File: src/rtl/trig_link_pkg.sv
// Shared definitions for the trigger-tag serial link, used by the transmitter and by the
// digitizer-side receiver: field defaults, framing bits, tx states and the check helpers.
package trig_link_pkg;

    localparam int ID_W_DEFAULT = 8;
    localparam int TS_W_DEFAULT = 56;

    localparam logic START_BIT = 1'b1;
    localparam logic STOP_BIT  = 1'b0;

    localparam logic [7:0] CRC8_POLY = 8'h07;

    typedef enum logic [2:0] {
        TX_IDLE  = 3'd0,
        TX_START = 3'd1,
        TX_DATA  = 3'd2,
        TX_CHECK = 3'd3,
        TX_STOP  = 3'd4,
        TX_GAP   = 3'd5
    } tx_state_e;

    // Bits on the wire for one frame: start + id + timestamp + check + stop.
    function automatic int frame_bits(input int id_w, input int ts_w, input int check_w);
        return 1 + id_w + ts_w + check_w + 1;
    endfunction

    // One bit of a non-reflected CRC-8, bits fed in transmit order.
    function automatic logic [7:0] crc8_next(input logic [7:0] crc, input logic din);
        logic fb;
        fb = crc[7] ^ din;
        return {crc[6:0], 1'b0} ^ (fb ? CRC8_POLY : 8'h00);
    endfunction

endpackage

File: src/rtl/trig_tag_fifo.sv
// Small tag FIFO with first-word fall-through read so the transmitter can pop and load
// its shift register in the same cycle.
module trig_tag_fifo #(
    parameter int WIDTH = 64,
    parameter int DEPTH = 4
) (
    input  logic                     clk_adc,
    input  logic                     nrst,
    input  logic                     push,
    input  logic [WIDTH-1:0]         push_data,
    input  logic                     pop,
    output logic [WIDTH-1:0]         pop_data,
    output logic                     full,
    output logic                     empty,
    output logic [$clog2(DEPTH):0]   level
);

    localparam int AW = $clog2(DEPTH);

    logic [WIDTH-1:0] mem [DEPTH];
    logic [AW:0]      wr_ptr_q, wr_ptr_d;
    logic [AW:0]      rd_ptr_q, rd_ptr_d;

    // Pointers carry one extra wrap bit so full and empty are distinguishable.
    always_comb begin
        wr_ptr_d = push ? wr_ptr_q + (AW+1)'(1) : wr_ptr_q;
        rd_ptr_d = pop  ? rd_ptr_q + (AW+1)'(1) : rd_ptr_q;
    end

    always_ff @(posedge clk_adc or negedge nrst) begin
        if (!nrst) begin
            wr_ptr_q <= '0;
            rd_ptr_q <= '0;
        end else begin
            wr_ptr_q <= wr_ptr_d;
            rd_ptr_q <= rd_ptr_d;
        end
    end

    always_ff @(posedge clk_adc) begin
        if (push) begin
            mem[wr_ptr_q[AW-1:0]] <= push_data;
        end
    end

    assign pop_data = mem[rd_ptr_q[AW-1:0]];
    assign level    = wr_ptr_q - rd_ptr_q;
    assign empty    = (wr_ptr_q == rd_ptr_q);
    assign full     = (level == (AW+1)'(DEPTH));

endmodule

File: src/rtl/trig_tag_tx.sv
// Trigger-tag serial transmitter: queues {id, timestamp} tags and sends framed LSB-first bits.
// Define TRIG_TAG_TX_CRC8_EN to replace the 1-bit even parity check with an 8-bit CRC-8.
module trig_tag_tx
    import trig_link_pkg::*;
#(
    parameter int ID_W       = ID_W_DEFAULT,
    parameter int TS_W       = TS_W_DEFAULT,
    parameter int FIFO_DEPTH = 4,
    parameter int BIT_DIV    = 4,
    parameter int IDLE_BITS  = 2
) (
    input  logic                          clk_adc,
    input  logic                          nrst,
    input  logic                          enable,
    input  logic                          trig_valid,
    input  logic [ID_W-1:0]               trig_id,
    input  logic [TS_W-1:0]               timestamp,
    output logic                          ser_out,
    output logic                          busy,
    output logic [$clog2(FIFO_DEPTH):0]   fifo_level,
    output logic [15:0]                   overflow_cnt,
    output logic [31:0]                   frames_sent
);

    localparam int DATA_W = ID_W + TS_W;
`ifdef TRIG_TAG_TX_CRC8_EN
    localparam int CHECK_W = 8;
`else
    localparam int CHECK_W = 1;
`endif
    localparam int BAUD_W = (BIT_DIV > 1) ? $clog2(BIT_DIV) : 1;
    localparam int CNT_W  = $clog2(DATA_W + CHECK_W + IDLE_BITS + 1);

    localparam logic [BAUD_W-1:0] BAUD_LAST  = BAUD_W'(BIT_DIV - 1);
    localparam logic [CNT_W-1:0]  DATA_LAST  = CNT_W'(DATA_W - 1);
    localparam logic [CNT_W-1:0]  CHECK_LAST = CNT_W'(CHECK_W - 1);
    localparam logic [CNT_W-1:0]  GAP_LAST   = CNT_W'((IDLE_BITS > 0) ? IDLE_BITS - 1 : 0);

    localparam logic [2:0] ST_IDLE  = 3'(TX_IDLE);
    localparam logic [2:0] ST_START = 3'(TX_START);
    localparam logic [2:0] ST_DATA  = 3'(TX_DATA);
    localparam logic [2:0] ST_CHECK = 3'(TX_CHECK);
    localparam logic [2:0] ST_STOP  = 3'(TX_STOP);
    localparam logic [2:0] ST_GAP   = 3'(TX_GAP);

    logic [2:0]          state_q, state_d;
    logic [BAUD_W-1:0]   baud_q, baud_d;
    logic [CNT_W-1:0]    bit_q, bit_d;
    logic [DATA_W-1:0]   shift_q, shift_d;
    logic [CHECK_W-1:0]  check_q, check_d;
    logic                ser_out_q, ser_out_d;
    logic [31:0]         frames_q, frames_d;
    logic [15:0]         ovf_q, ovf_d;

    logic                fifo_push, fifo_pop, fifo_full, fifo_empty;
    logic [DATA_W-1:0]   fifo_rd_data;
    logic [CHECK_W-1:0]  check_calc, check_shr;
    logic                bit_end, may_start;

    trig_tag_fifo #(
        .WIDTH (DATA_W),
        .DEPTH (FIFO_DEPTH)
    ) u_fifo (
        .clk_adc   (clk_adc),
        .nrst      (nrst),
        .push      (fifo_push),
        .push_data ({timestamp, trig_id}),
        .pop       (fifo_pop),
        .pop_data  (fifo_rd_data),
        .full      (fifo_full),
        .empty     (fifo_empty),
        .level     (fifo_level)
    );

    // A full FIFO still accepts a tag when the transmitter frees a slot that cycle.
    assign fifo_push = trig_valid && (!fifo_full || fifo_pop);

    always_comb begin
        ovf_d = ovf_q;
        if (trig_valid && !fifo_push && ovf_q != 16'hFFFF) begin
            ovf_d = ovf_q + 16'd1;
        end
    end

`ifdef TRIG_TAG_TX_CRC8_EN
    always_comb begin
        check_calc = '0;
        for (int i = 0; i < DATA_W; i++) begin
            check_calc = crc8_next(check_calc, fifo_rd_data[i]);
        end
    end
`else
    assign check_calc = ^fifo_rd_data;
`endif

    assign bit_end   = (baud_q == BAUD_LAST);
    assign check_shr = check_q >> 1;

    // ser_out_d is always the bit for the state being entered, so the line is glitch-free.
    always_comb begin
        state_d   = state_q;
        baud_d    = baud_q;
        bit_d     = bit_q;
        shift_d   = shift_q;
        check_d   = check_q;
        ser_out_d = ser_out_q;
        frames_d  = frames_q;
        fifo_pop  = 1'b0;
        may_start = 1'b0;
        if (state_q != ST_IDLE) begin
            baud_d = bit_end ? '0 : baud_q + BAUD_W'(1);
        end
        case (state_q)
            ST_IDLE: may_start = 1'b1;
            ST_START: begin
                if (bit_end) begin
                    state_d   = ST_DATA;
                    bit_d     = '0;
                    ser_out_d = shift_q[0];
                end
            end
            ST_DATA: begin
                if (bit_end) begin
                    if (bit_q == DATA_LAST) begin
                        state_d   = ST_CHECK;
                        bit_d     = '0;
                        ser_out_d = check_q[0];
                    end else begin
                        shift_d   = shift_q >> 1;
                        ser_out_d = shift_q[1];
                        bit_d     = bit_q + CNT_W'(1);
                    end
                end
            end
            ST_CHECK: begin
                if (bit_end) begin
                    if (bit_q == CHECK_LAST) begin
                        state_d   = ST_STOP;
                        ser_out_d = STOP_BIT;
                    end else begin
                        check_d   = check_shr;
                        ser_out_d = check_shr[0];
                        bit_d     = bit_q + CNT_W'(1);
                    end
                end
            end
            ST_STOP: begin
                if (bit_end) begin
                    frames_d = frames_q + 32'd1;
                    if (IDLE_BITS == 0) begin
                        state_d   = ST_IDLE;
                        may_start = 1'b1;
                    end else begin
                        state_d = ST_GAP;
                        bit_d   = '0;
                    end
                end
            end
            ST_GAP: begin
                if (bit_end) begin
                    if (bit_q == GAP_LAST) begin
                        state_d   = ST_IDLE;
                        ser_out_d = 1'b0;
                        may_start = 1'b1;
                    end else begin
                        bit_d = bit_q + CNT_W'(1);
                    end
                end
            end
            default: state_d = ST_IDLE;
        endcase
        // Starting straight from the end of the gap keeps back-to-back frames seamless.
        if (may_start && !fifo_empty && enable) begin
            fifo_pop  = 1'b1;
            state_d   = ST_START;
            baud_d    = '0;
            bit_d     = '0;
            ser_out_d = START_BIT;
            shift_d   = fifo_rd_data;
            check_d   = check_calc;
        end
    end

    always_ff @(posedge clk_adc or negedge nrst) begin
        if (!nrst) begin
            state_q   <= ST_IDLE;
            baud_q    <= '0;
            bit_q     <= '0;
            shift_q   <= '0;
            check_q   <= '0;
            ser_out_q <= 1'b0;
            frames_q  <= '0;
            ovf_q     <= '0;
        end else begin
            state_q   <= state_d;
            baud_q    <= baud_d;
            bit_q     <= bit_d;
            shift_q   <= shift_d;
            check_q   <= check_d;
            ser_out_q <= ser_out_d;
            frames_q  <= frames_d;
            ovf_q     <= ovf_d;
        end
    end

    assign ser_out      = ser_out_q;
    assign busy         = (state_q != ST_IDLE);
    assign overflow_cnt = ovf_q;
    assign frames_sent  = frames_q;

endmodule

File: config.mk
export PLATFORM = sky130hd
export DESIGN_NAME = trig_tag_tx
export DESIGN_NICKNAME = d
export VERILOG_FILES = /design/src/rtl/trig_link_pkg.sv /design/src/rtl/trig_tag_fifo.sv /design/src/rtl/trig_tag_tx.sv
export SDC_FILE = /design/constraint.sdc
export NUM_CORES = 1
export LEC_CHECK = 0
export CAP_MARGIN = 20
export CORE_MARGIN = 3
export CORE_UTILIZATION = 45
export CTS_CLUSTER_DIAMETER = 50
export DETAILED_ROUTE_END_ITERATION = 10
export PLACE_DENSITY = 0.66
export SLEW_MARGIN = 10
export SYNTH_ARGS = -nofsm -noshare
export SYNTH_HDL_FRONTEND = slang
export SYNTH_SLANG_ARGS = --single-unit
File: constraint.sdc
create_clock -name clk_adc -period 4.5 [get_ports clk_adc]
set_input_delay 0.675 -clock clk_adc [delete_from_list [all_inputs] [get_ports clk_adc]]
set_output_delay 0.675 -clock clk_adc [all_outputs]
set_load 0.05 [all_outputs]
After elaboration in Yosys (flattened, before gate mapping) --
Memories as Yosys holds them, arrays and structs flattened. Index checks and enable logic that the tools add are counted.
Word-level totals: flip-flop bits (word level) 132, RAM bits 256, output and inout port bits 53, memories kept 1
Memories:
- u_fifo.mem | words 4, width 64, rd ports 1, clocked after memory_dff 0, write ports 1, RTL line trig_tag_fifo.sv:20 | logic [WIDTH-1:0] mem [DEPTH];
Cells by class: add/subtract/negate cells 7, eq/ne operators 25, multiplexer cells 44, reduce and logical (&&, ||, !) cells 26
Operators by type and width (count):
- 2-to-1 mux 64 bit | 4
- parity 64 bit | 1
- 2-to-1 mux 7 bit | 8
- adder 32 x 1 -> 32 bit, second input constant | 1
- inequality test 3 bit, second input constant | 10
- case mux 7 bit (4 select lines) | 1
- 2-to-1 mux 3 bit | 9
- case mux 3 bit (6 select lines) | 1
- adder 16 x 1 -> 16 bit, second input constant | 1
- 2-to-1 mux 1 bit | 16
- inequality test 16 bit, second input constant | 1
- nonzero test 5 bit | 2
- == test 3 bit, second input constant | 3
- AND reduction 9 bit | 1
- nonzero test 2 bit | 4
- adder 7 x 1 -> 7 bit, second input constant | 1
- == test 7 x 1 -> 1 bit, second input constant | 1
- == test 7 x 6 -> 1 bit, second input constant | 1
- zero test 7 bit | 1
- AND reduction 7 bit | 1
- adder 3 x 1 -> 3 bit, second input constant | 2
- == test 3 x 2 -> 1 bit, second input constant | 2
- 2-to-1 mux 2 bit | 3
- AND reduction 3 bit | 2
- other kinds (18) | 25

Logic depth before layout (Yosys ltp) --
Gate-level depths: netlist of run 1.
depth in word-level cells 12, mapped depth 12, gate-level depth less buffers 9

Modules after synthesis --
Synthesis of run 1 repeated with hierarchy kept, for this count alone.
Second synthesis, totals: cell total of the unflattened synthesis 1007, area total of the unflattened synthesis 16250.6 µm²
Modules (own cells, without submodules):
- trig_tag_fifo | instances 1, cells an instance 372, area each 9643.0 µm²
- trig_tag_tx | instances 1, cells an instance 635, area each 6607.6 µm²

Worst setup path after synthesis of run 1 --
Ideal clock, no wire load.
path type register -> register, start point register u_fifo.rd_ptr_q[1], end point memory u_fifo.mem[3][0] (enable), data arrival time 3792 ps, required time 4070 ps, path slack 277 ps, cell stages (with the launch flop) 11, period minus slack after synthesis 4223 ps, path through dfrtp_1 > buf_2 > buf_1 > inv_1 > ha_1 > nand2_1 > o21ai_0 > a211oi_4 > nor2_2 > nor2b_2 > and2_1
On the way: cells in the longest elaborated chain, start to end 9, elaborated cells between the ends (all ways) 12
Ends and longest elaborated chain:
- from (decl) | RTL line trig_tag_fifo.sv:22 | logic [AW:0] rd_ptr_q, rd_ptr_d;
- from (signal assigned) | RTL line trig_tag_fifo.sv:36 | rd_ptr_q <= rd_ptr_d;
- branches (longest 5 deep; another with subtractor 3 bit)
- logical OR 1 bit * | RTL line trig_tag_tx.sv:76 | assign fifo_push = trig_valid && (!fifo_full || fifo_pop);
- logical AND 1 bit * | RTL line trig_tag_tx.sv:76
- 2-to-1 mux 1 bit * | RTL line trig_tag_fifo.sv:41 | if (push) begin
- 2-to-1 mux 1 bit (not written as such) * | RTL line trig_tag_fifo.sv:42 | mem[wr_ptr_q[AW-1:0]] <= push_data;
- to (decl) | RTL line trig_tag_fifo.sv:20
Mark *: on every way between the ends.

Worst setup path in the final report of run 1 --
start point register bit_q[3], end point memory u_fifo.mem[2][60] (enable)
On the way: cells in the longest elaborated chain, start to end 11
Ends and longest elaborated chain:
- from (decl) | RTL line trig_tag_tx.sv:48 | logic [CNT_W-1:0] bit_q, bit_d;
- from (signal assigned) | RTL line trig_tag_tx.sv:197 | bit_q <= bit_d;
- == test 7 x 1 -> 1 bit | RTL line trig_tag_tx.sv:161 | if (bit_q == GAP_LAST) begin
- 2-to-1 mux 1 bit | RTL line trig_tag_tx.sv:161
- 2-to-1 mux 1 bit | RTL line trig_tag_tx.sv:160 | if (bit_end) begin
- case mux 1 bit (2 select lines) | RTL line trig_tag_tx.sv:113 | case (state_q)
- logical AND 1 bit (2 in a row) | RTL line trig_tag_tx.sv:173 | if (may_start && !fifo_empty && enable) begin
- 2-to-1 mux 1 bit | RTL line trig_tag_tx.sv:173
- logical OR 1 bit | RTL line trig_tag_tx.sv:76
- logical AND 1 bit | RTL line trig_tag_tx.sv:76
- 2-to-1 mux 1 bit | RTL line trig_tag_fifo.sv:41
- 2-to-1 mux 1 bit (not written as such) | RTL line trig_tag_fifo.sv:42
No other way between the ends.

==> reports/results.md, run 1 <==
| Quantity | This run |
|:---|:---|
| Status | finished, final reports clean |
| Post-cts sizing count | 0 |
| Number of sinks driven by the clock tree | 388 |
| Post-Syn Area per Cell | 16.02 um2 |
| Number of synthesis warnings | 0 |
| Global-route wire length before repair | 50,200 um |
| Critical Path Fanout Max | 24 |
| TritonRoute pass-1 iters | 5 |
| Routed wire per std cell | 19.13 um |
| Die Wd | 195.1 um |
| Relative slew slack | 33.61% |
| Sequential cell area | 11,000 um2 |
| Initial antenna violation count | 0 |
| Proportion of netlist area held by the largest area contributor | 47.78% |
| Top post-synthesis cells by count | edfxtp_1, dfrtp_1, xnor2_1, nor2_1, a21oi_1 |
| Boundary pin count | 121 |
| Minimum clock period | 3.578 ns |
| Maximum level of the CTS H-tree | 2 |
| Most frequent cell after synthesis | edfxtp_1 |
| Ratio of cells with drive above 1 in the final layout | 14.27% |
| Final hold slack | 0.2499 ns |
| Post-synthesis async set-or-reset flop share | 34.02% |
| Maximum cell stage delay along the critical path | 0.66 ns |
| Remaining Overflow, GRT | 0 |
| Post-Syn Nets | 1,086 |
| Start point of the critical path | bit_q[3] |
| # nets final | 1,224 |
| Worst Path Arrival | 3.81 ns |
| Clock transition at path regs | 0.06 ns |
| Number of fillers in the final layout | 2,778 |
| Die area | 38,060 um2 |
| Measured slew at the worst slew-check pin | 0.9959 ns |
| Top_reg_cell synth | edfxtp_1 |
| Ant diodes | 0 |
| Power density of the placed cells | 498.7 nW/um2 |
| Crit-path slowest cell | and2_2 |
| Routability congestion estimate from global placement | 0.7504 |
| Effective utilization at floorplan | 46.12% |
| CTS Hold Buffers Added | 0 |
| Max Clock Freq | 0.2795 GHz |
| Yosys cell types | 51 |
| Total Routed Length | 31,210 um |
| Detailed-route via count | 8,598 |
| Peak VDD IR | 0.0003465 V |
| Setup-violating endpoint count in the final report | 0 |
| GRT Total Usage | 16.57% |
| Post-synthesis sequential area ratio | 68.32% |
| Count of buffer and inverter cells on the critical path | 1 |
| HP Class | input port to asynchronous set/reset pin |
| Final HPWL from detailed placement | 19,340 um |
| Post-Synthesis Cells | 1,004 |
| DRC violation count after routing | 0 |
| Required time reported for the critical path endpoint | 4.74 ns |
| Multi-input gate area | 4856 um2 |
| Number of global-route vias before repair | 8,920 |
| Die Height | 195.1 um |
| Hold violation count in the final report | 0 |
| Critical Path End Type | register |
| Setup repair after global routing missed its margin | no |
| Post-synthesis register bit count | 388 |
| Final Cycle Share | 79.52% |
| Number of violations of the max-capacitance limit | 0 |
| Clock latency at the later pin of the worst-skew pair | 0.54 ns |
| Count of buffers inserted at the top-level ports | 120 |
| Total leakage power | 0.007220 uW |
| Clock tree from TritonCTS | built |
| Count of nets left with antenna violations after detail routing | 0 |
| Number of synthesized flops with an enable pin | 256 |
| Ordered list of cells on the worst path | or4_4 > nor3b_4 > nand4_2 > a211oi_4 > nor2_2 > nor2b_2 > and2_2 > buf_12 |
| Crit path max-delay family | simple AND/OR/NAND/NOR gates |
| Std-Cell Rows | 68 |
| Crit Path Category | register to register |
| Cell types with the largest area share after synthesis | edfxtp_1, dfrtp_1, mux4_2, xnor2_1, mux2i_1 |
| Number of max-slew violations in the final report | 0 |
| Maximum clock insertion buffer count | 3 |
| Placeable core region | 34,880 um2 |
| Violation count after the first detailed-routing iteration | 465 |
| Clock skew | 0.01207 ns |
| CTS Root Cell | clkbuf_16 |
| DR vias/cell | 5.268 |
| Largest net degree at the start of global routing | 105 |
| CP Launch Type | register |
| Post-route setup TNS | 0 ns |
| Post CTS Setup Buffer Count | 0 |
| Post-synthesis instance area | 16,090 um2 |
| Syn-to-layout area delta | 20.89% |
| Library cell with the largest summed area after synthesis | edfxtp_1 |
| TritonCTS buffer count | 43 |
| Reg-to-reg startpoint | bit_q[3] |
[logic make-up after synthesis]
kind of cell / count (synthesis) / share of synthesized area [%]
AO/OA/AOI/OAI: 104 / 3.764
XOR/XNOR: 116 / 6.315
adder cells (fa/ha/maj): 14 / 1.136
buffers and inverters: 54 / 1.586
flip-flops: 388 / 68.32
multiplexers: 129 / 13.01
AND/OR/NAND/NOR: 199 / 5.872
[layout by cell type, fill, tap and decap left out, types with 7 or more instances in the layout]
master	synthesis	layout
buf_12	0	9
mux4_2	64	64
nand3_1	24	24
a21oi_1	69	69
xor2_1	27	27
xnor2_1	89	89
clkdlybuf4s50_1	0	119
mux2i_1	64	64
clkbuf_16	0	44
and3_1	13	13
nand2_1	41	41
dfrtp_1	132	130
bufinv_16	0	7
o21ai_0	19	19
ha_1	13	13
nor2_1	81	81
edfxtp_1	256	256
nand4_1	9	9
inv_1	12	12
[sequential cells by signal, indices dropped and copies added, names as in the netlist, 2 cells and up]
register,count
overflow_cnt,16
bit_q,7
u_fifo.mem,256
state_q,3
baud_q,2
shift_q,64
u_fifo.wr_ptr_q,3
frames_sent,32
u_fifo.rd_ptr_q,3
[worst paths after layout]
path                                endpoint  slack, ns  cells past startpoint
max                        u_fifo.mem[2][60]       0.92                      8
min in group clk_adc         overflow_cnt[9]       0.48                      1
min reg2reg                  overflow_cnt[9]       0.48                      1
max in group asynchronous    frames_sent[31]       3.28                      2
min                          frames_sent[16]       0.25                      1
max reg2reg                u_fifo.mem[2][60]       0.92                      8
[routing by layer]
layer  GRT usage [%]  wire (um)  up-vias
li1                -          -     4048
met1           23.41      14170     4300
met2           27.04      15000      199
met3           2.933       1400       51
met4           4.199        643        0
met5               0          0        -
[final cells by class]
type	instances	area share, %
clock buffers	55	6.131
repair buffers	135	7.340
inverters	12	0.2316
multi-input cells	562	24.97
flip-flops and latches	388	56.54
clock inverters	25	1.866
well taps	455	2.927
[power breakdown]
| group | switching, uW | internal (uW) | total, uW |
|---|---|---|---|
| clock network | 1430 | 2300 | 3730 |
| registers | 116 | 4360 | 4480 |
| logic | 879 | 608 | 1490 |
[metrics by stage]
step	worst slack (ns)	power (uW)	util [%]	cell area, um2	std cells
2_1_floorplan	0.2772	5509	-	16090	1004
3_3_place_gp	1.028	6047	51.29	17890	1552
3_5_place_dp	0.9507	6068	51.29	17890	1552
4_1_cts	0.9106	9838	55.75	19450	1632
5_1_grt	0.6749	10100	55.75	19450	1632
6_report	0.9217	9698	55.75	19450	1632
Note: power is estimated with default switching activity, not from simulation.
==> run 2, diff against run 1 <==
PLACE_DENSITY = unset   (was 0.66)
clock period = 3.7 ns   (was 4.5 ns; I/O delays follow)
==> reports/results.md, run 2 (same netlist as run 1, synthesis figures left out) <==
| Quantity | This run | Delta |
|:---|:---|:---|
| Setup slack after placement | 0.6148 ns | -0.3359 ns |
| Maximum level of the CTS H-tree | 2 | unchanged |
| Die Height | 195.1 um | unchanged |
| Crit path max-delay family | buffers and inverters |  |
| Final hold slack | 0.1015 ns | -0.1484 ns |
| Required time reported for the critical path endpoint | 3.14 ns | -1.60 ns |
| Setup-violating endpoint count in the final report | 0 | unchanged |
| GRT Total Usage | 16.85% | +0.27 points |
| Ratio of cells with drive above 1 in the final layout | 14.29% | about the same |
| # nets final | 1,229 | +0.41% |
| Post-cts sizing count | 0 | unchanged |
| Count of nets left with antenna violations after detail routing | 0 | unchanged |
| Count of buffers inserted at the top-level ports | 120 | unchanged |
| Share of the core filled with cells in the final layout | 55.55% | -0.21 points |
| Peak VDD IR | 0.0004634 V | +34% |
| Number of violations of the max-capacitance limit | 0 | unchanged |
| Global-route wire length before repair | 50,930 um | +1.5% |
| Final HPWL from detailed placement | 20,170 um | +4.3% |
| Boundary pin count | 121 | unchanged |
| Relative slew slack | 25.28% | -8.3 points |
| Leading cell type in the layout, fill and taps excluded | edfxtp_1 |  |
| Minimum clock period | 3.445 ns |  |
| Maximum clock insertion buffer count | 3 | unchanged |
| Sequential cell area | 11,000 um2 | unchanged |
| Effective utilization at floorplan | 46.12% | unchanged |
| Register-to-Register Setup Slack | 0.63 ns | -0.29 ns |
| Critical Path End Type | output pin |  |
| Die Wd | 195.1 um | unchanged |
| Std-Cell Rows | 68 | unchanged |
| Max Clock Freq | 0.2902 GHz |  |
| Routability congestion estimate from global placement | 0.8045 | +7.2% |
| Number of cells on the critical path | 4 | -4 |
| Power density of the placed cells | 591.4 nW/um2 | +19% |
| Clock skew | 0.01620 ns | +0.004127 ns |
| Worst Path Arrival | 2.89 ns | -0.92 ns |
| Placed Cells | 1,556 | +0.26% |
| CP Launch Type | register |  |
| Measured slew at the worst slew-check pin | 1.121 ns | +0.1249 ns |
| Die area | 38,060 um2 | unchanged |
| Critical Path Fanout Max | 12 | -50% |
| Setup repair after global routing missed its margin | no |  |
| Fin cells | 1,638 | +0.37% |
| Post-route setup TNS | 0 ns | unchanged |
| Final Cycle Share | 93.12% |  |
| Capture point of the worst path | fifo_level[2] |  |
| DR vias/cell | 5.225 | -0.82% |
| Ant diodes | 0 | unchanged |
| Placeable core region | 34,880 um2 | unchanged |
| Clock transition at path regs | 0.05 ns | about the same |
| Routed wire per std cell | 19.23 um | +0.54% |
| Multi-input gate area | 4856 um2 | unchanged |
| Post CTS Setup Buffer Count | 0 | unchanged |
| HP Class | input port to asynchronous set/reset pin |  |
| CTS Root Cell | clkbuf_16 |  |
| Most frequent cells in the layout | edfxtp_1, dfrtp_1, clkdlybuf4s50_1, xnor2_1, nor2_1 |  |
| Number of sinks driven by the clock tree | 388 | unchanged |
| Initial antenna violation count | 0 | unchanged |
| Clock tree from TritonCTS | built |  |
| Ordered list of cells on the worst path | ha_1 > fa_1 > xor2_1 > clkdlybuf4s50_1 |  |
| TritonCTS buffer count | 44 | +2.3% |
| Met2 Track Usage GR | 27.65% | +0.61 points |
| Post-route setup slack | 0.2546 ns | -0.6671 ns |
| Remaining Overflow, GRT | 0 | unchanged |
| Status | finished, final reports clean |  |
| Reg-to-reg startpoint | bit_q[3] |  |
| CTS Hold Buffers Added | 0 | unchanged |
| GR Util met3 | 2.588% | -0.35 points |
| End of the worst register-to-register path | u_fifo.mem[1][31] |  |
| TritonRoute pass-1 iters | 4 | -1 |
| Total leakage power | 0.007199 uW | -0.29% |
| Hold violation count in the final report | 0 | unchanged |
| Crit-path slowest cell | clkdlybuf4s50_1 |  |
| Clock latency at the later pin of the worst-skew pair | 0.53 ns | about the same |
| GRT met1 Usage | 23.60% | +0.19 points |
| Maximum cell stage delay along the critical path | 0.85 ns | +0.19 ns |
| Layer with the highest usage after global routing | met2 |  |
| Count of buffer and inverter cells on the critical path | 1 | unchanged |
| Crit Path Category | register to output pin |  |
| Number of fillers in the final layout | 2,842 | +2.3% |
| Number of global-route vias before repair | 8,956 | +0.40% |
| DRC violation count after routing | 0 | unchanged |
| Largest net degree at the start of global routing | 85 | -19% |
| Detailed-route via count | 8,559 | -0.45% |
| Worst-case reg-to-reg path depth | 8 | unchanged |
| Number of max-slew violations in the final report | 0 | unchanged |
| Violation count after the first detailed-routing iteration | 373 | -20% |
| Total Routed Length | 31,500 um | +0.91% |
| Syn-to-layout area delta | 20.44% |  |
| Start point of the critical path | u_fifo.rd_ptr_q[0] |  |
| Number of flip-flops under the largest register name | 256 | unchanged |
[run 2: cell count changes in the layout (fill, tap and decap cells not counted), sizes merged]
cell / delta
bufinv: -5
clkbuf: +5
buf: +4
clkinv: +1
inv: +1
[run 2: worst min-delay path by stage]
stage / startpoint / endpoint / cells past startpoint
5_1_grt: nrst / shift_q[49] / 1
3_3_place_gp: frames_sent[31] / frames_sent[31] / 1
3_5_place_dp: overflow_cnt[5] / overflow_cnt[5] / 1
6_report: nrst / shift_q[50] / 1
2_1_floorplan: nrst / baud_q[0] / 0
4_1_cts: nrst / shift_q[49] / 1
[run 2: power by group]
part	leakage, uW	switching [uW]	internal, uW
registers	0.00389	139	5310
clock network	0.000696	1660	2530
logic	0.00262	1090	731
[run 2: cell type report]
| class | instances | area share [%] |
|---|---|---|
| tap | 455 | 2.938 |
| clock inverter | 22 | 0.9622 |
| inverter | 12 | 0.2325 |
| sequential | 388 | 56.75 |
| clock buffer | 60 | 6.470 |
| multi-input combinational | 562 | 25.06 |
| timing repair buffer | 139 | 7.587 |
[run 2: layer usage]
metal	wire (um)	up-vias
met5	0	-
met4	754	0
met3	1171	60
met2	15220	156
met1	14350	4272
li1	-	4071
[run 2: through the flow]
stage,instance area (um2),power [uW]
2_1_floorplan,16090,6680
3_3_place_gp,17940,7394
3_5_place_dp,17940,7410
4_1_cts,19380,11640
5_1_grt,19380,11990
6_report,19380,11460
==> run 3, diff against run 2 <==
CAP_MARGIN = 10   (was 20)
CORE_UTILIZATION = 38   (was 45)
==> reports/results.md, run 3 (same netlist as run 1, synthesis figures left out) <==
| Quantity | This run | Delta |
|:---|:---|:---|
| Final Cycle Share | 95.25% | +2.1 points |
| Total Routed Length | 32,300 um | +2.5% |
| TritonRoute pass-1 iters | 4 | unchanged |
| Switching power as a share of total power | 25.40% | +0.15 points |
| Relative slew slack | 37.90% | +13 points |
| Initial antenna violation count | 1 | +1 |
| Post CTS Setup Buffer Count | 0 | unchanged |
| Post-cts sizing count | 0 | unchanged |
| Number of fillers in the final layout | 3,584 | +26% |
| Maximum clock insertion buffer count | 3 | unchanged |
| Remaining Overflow, GRT | 0 | unchanged |
| Clock transition at path regs | 0.06 ns | about the same |
| Routability congestion estimate from global placement | 0.7310 | -9.1% |
| Number of sinks driven by the clock tree | 388 | unchanged |
| Count of buffers inserted at the top-level ports | 120 | unchanged |
| Clock tree from TritonCTS | built |  |
| Area of placed instances | 18,000 um2 | +0.38% |
| Ordered list of cells on the worst path | ha_1 > fa_1 > xor2_1 > clkdlybuf4s50_1 |  |
| Effective utilization at floorplan | 38.96% | -7.2 points |
| DR vias/cell | 5.038 | -3.6% |
| Syn-to-layout area delta | 20.96% |  |
| Final HPWL from detailed placement | 20,140 um | -0.12% |
| Internal Dissipation | 8632 uW | +0.78% |
| Std-Cell Rows | 74 | +8.8% |
| Switch Pwr | 2939 uW | +1.6% |
| Measured slew at the worst slew-check pin | 0.9315 ns | -0.1893 ns |
| Placeable core region | 41,290 um2 | +18% |
| GRT Total Usage | 14.65% | -2.2 points |
| Setup-violating endpoint count in the final report | 0 | unchanged |
| Status | finished, final reports clean |  |
| Critical Path Fanout Max | 18 | +6 |
| Ant diodes | 0 | unchanged |
| Ratio of cells with drive above 1 in the final layout | 14.08% | -0.21 points |
| Max Clock Freq | 0.2838 GHz | -2.2% |
| Number of violations of the max-capacitance limit | 0 | unchanged |
| Die Height | 211.8 um | +8.6% |
| Routed wire per std cell | 18.88 um | -1.8% |
| Required time reported for the critical path endpoint | 3.14 ns | about the same |
| Boundary pin count | 121 | unchanged |
| Maximum level of the CTS H-tree | 2 | unchanged |
| Peak VDD IR | 0.0003909 V | -16% |
| Number of flip-flops under the largest register name | 256 | unchanged |
| Crit path max-delay family | buffers and inverters |  |
| Die Wd | 211.8 um | +8.6% |
| Maximum cell stage delay along the critical path | 0.88 ns | +0.03 ns |
| Largest net degree at the start of global routing | 92 | +8.2% |
| Post-route setup TNS | 0 ns | unchanged |
| Leading cell type in the layout, fill and taps excluded | edfxtp_1 |  |
| Detailed-route via count | 8,620 | +0.71% |
| Crit Path Category | register to output pin |  |
| TritonCTS buffer count | 44 | unchanged |
| Clock latency at the later pin of the worst-skew pair | 0.55 ns | +0.02 ns |
| Hold violation count in the final report | 0 | unchanged |
| Power density of the placed cells | 594.6 nW/um2 | +0.54% |
| Clock skew | 0.02044 ns | +0.004239 ns |
| Setup repair after global routing missed its margin | no |  |
| DRC violation count after routing | 0 | unchanged |
| CTS Root Cell | clkbuf_16 |  |
| Number of max-slew violations in the final report | 0 | unchanged |
| CTS Hold Buffers Added | 0 | unchanged |
| Clock network fraction of design power | 37.4% | +0.8 points |
| CP Launch Type | register |  |
| Number of global-route vias before repair | 8,934 | -0.25% |
| Count of buffer and inverter cells on the critical path | 1 | unchanged |
| Sequential share of power | 47.1% | -0.4 points |
| Minimum clock period | 3.524 ns | +0.07877 ns |
| Global-route wire length before repair | 51,420 um | +0.96% |
| Die area | 44,840 um2 | +18% |
| Share of power burned in combinational logic | 15.4% | -0.5 points |
| Worst Path Arrival | 2.97 ns | +0.08 ns |
| Total leakage power | 0.007206 uW | about the same |
| Crit-path slowest cell | clkdlybuf4s50_1 |  |
| # nets final | 1,227 | -0.16% |
| Finished Cell Area | 19,460 um2 | +0.43% |
| Critical Path End Type | output pin |  |
| Count of nets left with antenna violations after detail routing | 0 | unchanged |
| Most frequent cells in the layout | edfxtp_1, dfrtp_1, clkdlybuf4s50_1, xnor2_1, nor2_1 |  |
| HP Class | input port to asynchronous set/reset pin |  |
| Violation count after the first detailed-routing iteration | 567 | +52% |
run 3: changes by cell type in the layout (fill, tap and decap cells not counted), sizes merged:
cell / delta
clkinv: +5
inv: +1
bufinv: +3
clkbuf: -8
clkinvlp: -3
buf: -2
run 3: layout make-up:
cell class                 instances  area [um2]  area share, %
inverter                          12       45.04         0.2315
timing repair buffer             137        1443          7.413
tap                              532       665.6          3.421
multi-input combinational        562        4856          24.95
clock inverter                    28       292.8          1.505
sequential                       388       11000          56.50
clock buffer                      52        1162          5.973
run 3: path summary, 6_finish.rpt:
path / startpoint / end / slack, ns / cells past startpoint
max in group asynchronous: nrst / u_fifo.rd_ptr_q[0] / 2.89 / 1
min in group clk_adc: frames_sent[31] / frames_sent[31] / 0.47 / 1
worst max-delay path: u_fifo.rd_ptr_q[0] / fifo_level[2] / 0.18 / 4
worst min register to register: frames_sent[31] / frames_sent[31] / 0.47 / 1
worst min-delay path: nrst / frames_sent[11] / 0.07 / 1
worst max register to register: bit_q[3] / u_fifo.mem[3][56] / 0.60 / 8
run 3: power by group through the flow:
stage          Combinational (uW)  Clock, uW  Sequential, uW
5_1_grt                      1960       4640            5500
6_report                     1790       4330            5450
3_5_place_dp                 1830          0            5540
2_1_floorplan                1120          0            5560
4_1_cts                      1840       4460            5460
3_3_place_gp                 1840          0            5520
run 3: routing by layer:
metal	global-route usage (%)	share of wire (%)	wire (um)
met4	3.626	1.6	514
met2	23.60	47	15140
met5	0	0.031	10
met1	20.79	46	14960
met3	2.682	5.2	1680
run 3: stage by stage:
step / setup WS (ns) / util (%) / total power, uW / hold WS, ns / std cells
4_1_cts: 0.1573 / 47.12 / 11760 / 0.1444 / 1711
3_3_place_gp: 0.6435 / 43.60 / 7357 / 0.4615 / 1631
3_5_place_dp: 0.6017 / 43.60 / 7370 / 0.4647 / 1631
5_1_grt: 0.03603 / 47.12 / 12100 / 0.1432 / 1711
2_1_floorplan: 0.1876 / - / 6680 / 0.2594 / 1004
6_report: 0.1758 / 47.12 / 11570 / 0.06509 / 1711
